`config.mk`:
```
export PLATFORM = sky130hd
export DESIGN_NAME = mem_sequencer
export DESIGN_NICKNAME = d
export VERILOG_FILES = /design/src/rtl/hack_mem_pkg.sv /design/src/rtl/mem_sequencer.sv
export SDC_FILE = /design/constraint.sdc
export NUM_CORES = 1
export LEC_CHECK = 0
export CELL_PAD_IN_SITES_DETAIL_PLACEMENT = 0
export CELL_PAD_IN_SITES_GLOBAL_PLACEMENT = 1
export CORE_ASPECT_RATIO = 1.4
export CORE_UTILIZATION = 35
export CTS_CLUSTER_SIZE = 25
export DETAILED_ROUTE_END_ITERATION = 10
export HOLD_SLACK_MARGIN = 0.1
export PLACE_DENSITY = 0.83
export RECOVER_POWER = 100
export SETUP_SLACK_MARGIN = 0.5
export SYNTH_ARGS = -nofsm -noshare
export SYNTH_HDL_FRONTEND = slang
export SYNTH_SLANG_ARGS = --single-unit
```
`constraint.sdc`:
```
create_clock -name clk -period 4.4 [get_ports clk]
set_clock_uncertainty 0.2 [all_clocks]
set_input_delay 0.44 -clock clk [delete_from_list [all_inputs] [get_ports clk]]
set_output_delay 0.44 -clock clk [all_outputs]
set_load 0.01 [all_outputs]
```
`src/rtl/hack_mem_pkg.sv`:
```
// Shared types and constants for the Hack CPU memory sequencer.
// State and operation encodings are used by the sequencer and its bench.
package hack_mem_pkg;

    localparam int TIMEOUT_DEFAULT = 63;
    localparam int CNT_W           = 6;

    typedef enum logic [2:0] {
        ST_IDLE,
        ST_ISSUE,
        ST_WAIT,
        ST_GAP,
        ST_STEP,
        ST_ERROR
    } seq_state_t;

    typedef enum logic [1:0] {
        OP_FETCH,
        OP_DREAD,
        OP_DWRITE
    } seq_op_t;

endpackage

```
`src/rtl/mem_sequencer.sv`:
```
// Sequences instruction fetch and data read/write transfers to spi_mem and
// releases the CPU for one cycle once every transfer of the instruction is done.
module mem_sequencer
    import hack_mem_pkg::*;
#(
    parameter int TIMEOUT = TIMEOUT_DEFAULT
) (
    input  logic        clk,
    input  logic        resetb,
    input  logic        run_i,
    input  logic [15:0] pc_i,
    input  logic [15:0] addressM_i,
    input  logic [15:0] outM_i,
    input  logic        readM_i,
    input  logic        writeM_i,
    input  logic        halt_i,
    output logic        start_o,
    output logic        rwb_o,
    output logic        selDest_o,
    output logic [15:0] address_o,
    output logic [15:0] data_o,
    output logic        cpu_step_o,
    output logic        error_o
);

    // Count value seen in the last WAIT cycle that is still allowed to have halt_i high.
    localparam logic [CNT_W-1:0] CNT_LAST = CNT_W'(TIMEOUT - 1);

    seq_state_t       r_state;
    seq_state_t       w_nxt_state;
    seq_op_t          r_op;
    seq_op_t          w_nxt_op;
    logic [CNT_W-1:0] r_cnt;
    logic             r_wr_pend;

    always_comb begin
        // NOTE: defaults first so every path assigns both outputs and no latch is inferred.
        w_nxt_state = r_state;
        w_nxt_op    = r_op;
        case (r_state)
            ST_IDLE: begin
                if (run_i) begin
                    w_nxt_state = ST_ISSUE;
                    w_nxt_op    = OP_FETCH;
                end
            end
            ST_ISSUE: w_nxt_state = ST_WAIT;
            ST_WAIT: begin
                if (!halt_i)                w_nxt_state = ST_GAP;
                else if (r_cnt == CNT_LAST) w_nxt_state = ST_ERROR;
            end
            ST_GAP: begin
                w_nxt_state = ST_STEP;
                case (r_op)
                    OP_FETCH: begin
                        if (readM_i) begin
                            w_nxt_state = ST_ISSUE;
                            w_nxt_op    = OP_DREAD;
                        end else if (writeM_i) begin
                            w_nxt_state = ST_ISSUE;
                            w_nxt_op    = OP_DWRITE;
                        end
                    end
                    OP_DREAD: begin
                        if (r_wr_pend) begin
                            w_nxt_state = ST_ISSUE;
                            w_nxt_op    = OP_DWRITE;
                        end
                    end
                    default: w_nxt_state = ST_STEP;
                endcase
            end
            ST_STEP: begin
                if (run_i) begin
                    w_nxt_state = ST_ISSUE;
                    w_nxt_op    = OP_FETCH;
                end else begin
                    w_nxt_state = ST_IDLE;
                end
            end
            ST_ERROR: w_nxt_state = ST_ERROR;
            default:  w_nxt_state = ST_IDLE;
        endcase
    end

    always_ff @(posedge clk or negedge resetb) begin
        if (!resetb) begin
            r_state    <= ST_IDLE;
            r_op       <= OP_FETCH;
            r_cnt      <= '0;
            r_wr_pend  <= 1'b0;
            start_o    <= 1'b0;
            rwb_o      <= 1'b1;
            selDest_o  <= 1'b0;
            address_o  <= '0;
            data_o     <= '0;
            cpu_step_o <= 1'b0;
            error_o    <= 1'b0;
        end else begin
            // NOTE: non-blocking only here, so every register sees pre-edge values.
            r_state    <= w_nxt_state;
            r_op       <= w_nxt_op;
            start_o    <= (w_nxt_state == ST_ISSUE);
            cpu_step_o <= (w_nxt_state == ST_STEP);
            error_o    <= (w_nxt_state == ST_ERROR);

            if (r_state == ST_ISSUE)
                r_cnt <= '0;
            else if (r_state == ST_WAIT && halt_i)
                r_cnt <= r_cnt + CNT_W'(1);

            // The write intent must survive the data-read transfer, so capture it at the fetch GAP.
            if (r_state == ST_GAP && r_op == OP_FETCH)
                r_wr_pend <= writeM_i;

            if (w_nxt_state == ST_ISSUE) begin
                case (w_nxt_op)
                    OP_FETCH: begin
                        address_o <= pc_i;
                        rwb_o     <= 1'b1;
                        selDest_o <= 1'b0;
                    end
                    OP_DREAD: begin
                        address_o <= addressM_i;
                        rwb_o     <= 1'b1;
                        selDest_o <= 1'b1;
                    end
                    default: begin
                        address_o <= addressM_i;
                        data_o    <= outM_i;
                        rwb_o     <= 1'b0;
                    end
                endcase
            end
        end
    end

endmodule

```
==> results of run 1 <==
[worst max-delay path, delay by kind of cell, from the launching register on]
family                 cells  cell delay [ps]
buffers and inverters      1             1060
AOI/OAI and AO/OA          3              870
DFF                        1              440
and+or+nand+nor            1              390
[per-stage QoR]
stage / std cells / total power [mW] / hold WS (ps)
after floorplan: 211 / 1.366 / -55.59
after global placement: 363 / 1.828 / 280.4
after detailed placement: 363 / 1.850 / 278.0
after CTS: 372 / 2.230 / 296.1
after global routing: 372 / 2.241 / 318.0
final: 372 / 2.082 / 288.1
[final timing paths]
| path | startpoint | to | depth (start not counted) |
|---|---|---|---|
| setup / recovery | r_state[2]$_DFF_PN0_ | selDest_o$_DFFE_PN0P_ | 5 |
| hold / removal | rwb_o$_DFFE_PN1N_ | rwb_o$_DFFE_PN1N_ | 2 |
| setup reg to reg | r_state[2]$_DFF_PN0_ | selDest_o$_DFFE_PN0P_ | 5 |
| hold reg to reg | rwb_o$_DFFE_PN1N_ | rwb_o$_DFFE_PN1N_ | 2 |
| max in group asynchronous | resetb | address_o[3]$_DFFE_PN0N_ | 3 |
| min in group asynchronous | resetb | r_state[1]$_DFF_PN0_ | 3 |
[kinds of logic (layout without fill, tap and decap cells)]
| family | Yosys count | in the layout | share of synthesized area |
|---|---|---|---|
| adders and majority gates | 2 | 2 | 0.01093 |
| AOI/OAI and AO/OA | 50 | 50 | 0.1378 |
| DFF | 49 | 49 | 0.5364 |
| xor gates and xnor gates | 4 | 4 | 0.01531 |
| buffers and inverters | 18 | 107 | 0.04538 |
| muxes | 17 | 17 | 0.1001 |
| and+or+nand+nor | 71 | 71 | 0.1542 |
[power by group through the flow]
stage                     combinational [mW]  clock (mW)  sequential (mW)
after floorplan                        0.522           0            0.844
after global placement                  1.03           0            0.795
after detailed placement                1.05           0            0.801
after CTS                               1.05       0.386            0.792
after global routing                    1.03       0.400            0.810
final                                  0.929       0.374            0.778
[area by class of cell]
cell class | instances | share of cell area
multi-input combinational | 144 | 0.2778
clock inverter | 3 | 0.01965
tap | 72 | 0.02721
sequential | 49 | 0.3707
timing repair buffer | 93 | 0.2770
clock buffer | 5 | 0.02079
inverter | 6 | 0.006803
[registers in the layout, summed over array words and instances (netlist names)]
signal	count
rwb_o	1
data_o	16
cpu_step_o	1
r_op	2
address_o	16
r_state	3
error_o	1
selDest_o	1
r_wr_pend	1
start_o	1
r_cnt	6
[layer usage]
| metal | vias to the layer above | wire [um] |
|---|---|---|
| li1 | 926 | - |
| met1 | 886 | 2148 |
| met3 | 10 | 319 |
| met5 | - | 0 |
| met2 | 76 | 2589 |
| met4 | 0 | 108 |
[layout by cell type (no fill, tap or decap), types with 2 or more instances in the layout]
cell type / n
ha_1: 2
clkdlybuf4s50_1: 49
nand2_1: 7
nand2b_1: 2
nor2_1: 28
mux2_2: 7
or2_2: 2
a31oi_1: 16
xor2_1: 2
a21oi_1: 5
bufinv_16: 2
xnor2_1: 2
dlygate4sd3_1: 41
nand3_1: 19
o21ai_0: 20
nor3_1: 3
clkbuf_8: 5
dfrtp_1: 48
inv_1: 6
mux2_1: 10
[what timing repair did]
item / 4_1_cts / 5_1_grt
resized for setup: 0 / 0
endpoints found under the hold margin: 48 / 0
hold buffers: 1 / 0
endpoints found under the setup margin: 0 / 0
==> out/qor.csv, run 1 <==
stage,metric,value,unit
synth,ys.flop_type,dfrtp_1,
synth,synth_commonest_cells,"dfrtp_1, nor2_1, o21ai_0",
cells_and_area,drive_gt1_frac,0.08000,
setup_path,crit_required,4430,ps
clock_network,clock_sinks,49,
synth,synth_warnings,0,
power,power_switching,0.7320,mW
drt,dr.pass1.iters,4,
synth,synth_top_cell_by_area,dfrtp_1,
synth,ys_seq_area_frac,0.5364,
placed_design,pre_cts_ws,1386,ps
setup_path,critical_path_class,register to register,
setup_path,cp-start-kind,register,
drt,wirelength,5.165,mm
floorplan,dieHeight,97.68,um
setup_path,cp_max_fo,36,
power,powerDensity,628.8,mW/mm^2
setup_path,slowest_stage,clkbuf_1,
timing,period_share,0.6903,
global_route,antenna_found_initial,0,
synth,async_flop_share,1.000,
cells_and_area,layout.nets,355,
setup_path,critPathMaxStageDelay,1060,ps
cells_and_area,fill_cells,588,
job,cap_violations,0,
synth,syn_avg_cell_area,10.85,um^2
power,power_frac_clock,0.180,
power,sequentialPowerShare,0.374,
clock_network,path_clk_slew,90,ps
timing,fin_tns_setup,0,ps
power,p_comb_frac,0.446,
floorplan,start_util,0.3659,
global_route,grt_usage,0.1671,
drt,wire_per_inst,13.88,um
clock_network,cts_made_buffers,5,
floorplan,core,0.006254,mm^2
global_route,grt.busiest_layer,met2,
placed_design,gp_congestion,0.7574,
clock_network,clk_latency,300,ps
timing,layout_setup_ws,1363,ps
global_route,grtUsageMet2,0.2762,
timing,max_slew_margin,0.05826,
timing,grt_setup_unrepaired,false,
power,ir_worst_vdd,235.6,uV
synth,netlist_area,0.002288,mm^2
timing,fmax,0.3292,GHz
timing,setup_viol,0,
timing,slew_viol_final,0,
clock_network,tritoncts,yes,
placed_design,port_buffers,90,
synth,ys_seq_elements,49,
global_route,grt_max_degree,50,
clock_network,htreeDepth,2,
synth,synthCells,211,
setup_path,end_kind,register,
floorplan,die_area,0.006870,mm^2
global_route,overflow,0,
cells_and_area,syn_to_final_growth,44.67,%
drt,viasPerCell,5.102,
outcome,outcome,"complete, no violations",
cells_and_area,design_area,0.003311,mm^2
placed_design,hpwlAfterDp,3.747,mm
cells_and_area,fin_util,0.5294,
power,swShare,0.3516,
cells_and_area,diodes,0,
worst_hold_path,hp-class,register to register,
power,total_leakage_power,1.377,nW
synth,netlist.area_leader.share,0.5249,
global_route,grt_pass1_vias,1956,
cells_and_area,multi_input_area,919.6,um^2
floorplan,die_width,70.34,um
cells_and_area,regArea,0.001227,mm^2
drt,antenna_left,0,
power,p_int,1.350,mW
synth,synthDistinctLibCells,40,
timing,min_period,3037,ps
drt,drtIter0Drc,107,
global_route,met3_usage,0.04772,
clock_network,cts.path.max_buffers,2,
global_route,grt_pass1_wl,9.128,mm
synth,yosysMostFrequentCell,dfrtp_1,
timing,timing.final.hold_violations,0,
synth,synth-edff-count,0,
drt,vias,1898,
synth,syn-num-nets,267,
synth,yosys-top-cells-area,"dfrtp_1, mux2_4, nor2_1, a31oi_1, o21ai_0",
global_route,met1_usage,0.2041,
placed_design,place_area,0.003208,mm^2
drt,drc,0,
clock_network,post_cts_buffers,0,
floorplan,floorplan.rows,34,
setup_path,arrival,3070,ps
clock_network,ctsRootBufferMaster,clkbuf_8,
timing,tightestPinTransition,1413,ps
setup_path,crit_chain,"nand3b_1, o41ai_4, clkbuf_1, o211ai_1, a21oi_1",
setup_path,r2r_slack,1360,ps
floorplan,io_pins,91,
Note: power is estimated with default switching activity, not from simulation.
==> run 2, diff against run 1 <==
--- a/config.mk
+++ b/config.mk
@@ -8,11 +8,11 @@
 export CELL_PAD_IN_SITES_DETAIL_PLACEMENT = 0
 export CELL_PAD_IN_SITES_GLOBAL_PLACEMENT = 1
 export CORE_ASPECT_RATIO = 1.4
-export CORE_UTILIZATION = 35
+export CORE_UTILIZATION = 29
 export CTS_CLUSTER_SIZE = 25
 export DETAILED_ROUTE_END_ITERATION = 10
 export HOLD_SLACK_MARGIN = 0.1
-export PLACE_DENSITY = 0.83
+export PLACE_DENSITY = 0.73
 export RECOVER_POWER = 100
 export SETUP_SLACK_MARGIN = 0.5
 export SYNTH_ARGS = -nofsm -noshare
==> constraint.sdc (replaced) <==
create_clock -name clk -period 2.65 [get_ports clk]
set_clock_uncertainty 0.2 [all_clocks]
set_input_delay 0.265 -clock clk [delete_from_list [all_inputs] [get_ports clk]]
set_output_delay 0.265 -clock clk [all_outputs]
set_load 0.01 [all_outputs]
==> out/qor.csv, run 2 (same netlist as run 1, synthesis figures left out) <==
stage,metric,value,unit
timing,setup_viol,0,
floorplan,die_width,77.08,um
placed_design,pre_cts_ws,189.6,ps
global_route,antenna_found_initial,0,
global_route,met1_usage,0.1815,
job,cap_violations,0,
timing,fmax,0.4510,GHz
timing,min_period,2217,ps
power,ir_worst_vdd,425.3,uV
timing,fin_tns_setup,0,ps
setup_path,cp-start-kind,register,
timing,grt_setup_unrepaired,false,
floorplan,floorplan.rows,38,
cells_and_area,mostFrequentLayoutCells,"clkdlybuf4s50_1, dfrtp_1, dlygate4sd3_1",
power,total_leakage_power,1.388,nW
global_route,grt_usage,0.1392,
global_route,met3_usage,0.03234,
setup_path,critical_path_class,register to register,
cells_and_area,syn_to_final_growth,46.97,%
drt,drtIter0Drc,74,
setup_path,critPathMaxStageDelay,560,ps
placed_design,gp_congestion,0.7684,
timing,timing.final.hold_violations,0,
clock_network,post_cts_buffers,0,
drt,drc,0,
global_route,overflow,0,
drt,wirelength,5.422,mm
cells_and_area,fin_cells,405,
floorplan,io_pins,91,
cells_and_area,layout.nets,360,
drt,antenna_left,0,
placed_design,port_buffers,90,
cells_and_area,final_common_cell,clkdlybuf4s50_1,
setup_path,end_kind,register,
cells_and_area,drive_gt1_frac,0.09180,
worst_hold_path,hp-class,register to register,
clock_network,cts.path.max_buffers,2,
cells_and_area,fin_util,0.4366,
cells_and_area,diodes,0,
drt,viasPerCell,4.696,
global_route,grt_pass1_vias,1848,
power,powerDensity,1016,mW/mm^2
setup_path,worst-path-buf-inv,1,
floorplan,start_util,0.2971,
setup_path,arrival,2240,ps
global_route,grt_pass1_wl,9.032,mm
drt,vias,1902,
cells_and_area,top_regs,"address_o x16, data_o x16, r_cnt x6",
timing,slew_viol_final,0,
setup_path,crit_required,2670,ps
clock_network,tritoncts,yes,
setup_path,slowest_stage,clkbuf_2,
timing,tightestPinTransition,1212,ps
clock_network,path_clk_slew,90,ps
global_route,grtUsageMet2,0.2251,
timing,period_share,0.8368,
global_route,grt_max_degree,50,
floorplan,dieHeight,107.1,um
timing,holdWs,288.6,ps
timing,max_slew_margin,0.1920,
clock_network,htreeDepth,2,
placed_design,placedCellCount,396,
floorplan,die_area,0.008256,mm^2
clock_network,clk_latency,300,ps
outcome,outcome,"complete, no violations",
drt,dr.pass1.iters,4,
floorplan,core,0.007702,mm^2
drt,wire_per_inst,13.39,um
setup_path,crit_family,compound AO/OA/AOI/OAI gates,
clock_network,ctsRootBufferMaster,clkbuf_8,
placed_design,hpwlAfterDp,3.947,mm
clock_network,cts_made_buffers,5,
setup_path,cp_max_fo,33,
setup_path,crit_chain,"nand3b_1, o41ai_4, clkbuf_2, nor2_1, a31oi_1",
timing,layout_setup_ws,432.6,ps
global_route,grt.busiest_layer,met2,
clock_network,clock_sinks,49,
-- run 2: cell count changes in the layout (fill, tap and decap cells not counted), moves of 2 or more --
cell	before	now
dlygate4sd3_1	41	38
clkbuf_2	0	2
clkdlybuf4s50_1	49	52
clkbuf_1	1	3
-- run 2: worst paths after layout --
check                                            from                        end  slack, ps  cells after the start
worst max-delay path             r_state[2]$_DFF_PN0_   address_o[8]$_DFFE_PN0N_        430                      5
worst min-delay path            data_o[9]$_DFFE_PN0P_      data_o[9]$_DFFE_PN0P_        290                      1
worst max register to register   r_state[2]$_DFF_PN0_   address_o[8]$_DFFE_PN0N_        430                      5
worst min register to register  data_o[9]$_DFFE_PN0P_      data_o[9]$_DFFE_PN0P_        290                      1
max in group asynchronous                      resetb  address_o[13]$_DFFE_PN0N_        880                      3
min in group asynchronous                      resetb       r_cnt[2]$_DFFE_PN0P_        620                      3
-- run 2: stage by stage --
step	area, um^2	power, mW
6_report	3363	3.418
5_1_grt	3363	3.682
4_1_cts	3411	3.681
3_5_place_dp	3283	3.115
3_3_place_gp	3283	3.084
2_1_floorplan	2291	2.273
-- run 2: worst reg2reg max path, cell delays in order, from the launching register on --
cell,delay (ps)
dfrtp_1,450
nand3b_1,240
o41ai_4,440
clkbuf_2,560
nor2_1,100
a31oi_1,160
-- run 2: area by class of cell --
| cell class | count | area [um^2] |
|---|---|---|
| inverter | 6 | 22.52 |
| timing repair buffer | 98 | 949.7 |
| sequential | 49 | 1227 |
| tap | 100 | 125.1 |
| clock buffer | 7 | 86.33 |
| clock inverter | 1 | 30.03 |
| fill | 811 | 4339 |
| multi-input combinational | 144 | 922.1 |
-- run 2: power by group --
| part | leakage [nW] | switching, mW | internal (mW) |
|---|---|---|---|
| combinational | 0.739 | 0.776 | 0.802 |
| sequential | 0.590 | 0.205 | 1.09 |
| clock | 0.0585 | 0.242 | 0.308 |
| total | 1.39 | 1.22 | 2.20 |
-- run 2: repair_timing --
item                                    4_1_cts  5_1_grt
resized for setup                             1        4
endpoints found under the setup margin       15       32
endpoints found under the hold margin        48        0
hold buffers                                  1        0
-- run 2: layer usage --
| layer | share of wire | vias up |
|---|---|---|
| li1 | - | 935 |
| met1 | 0.45 | 898 |
| met2 | 0.49 | 63 |
| met3 | 0.049 | 6 |
| met4 | 0.015 | 0 |
| met5 | 0 | - |
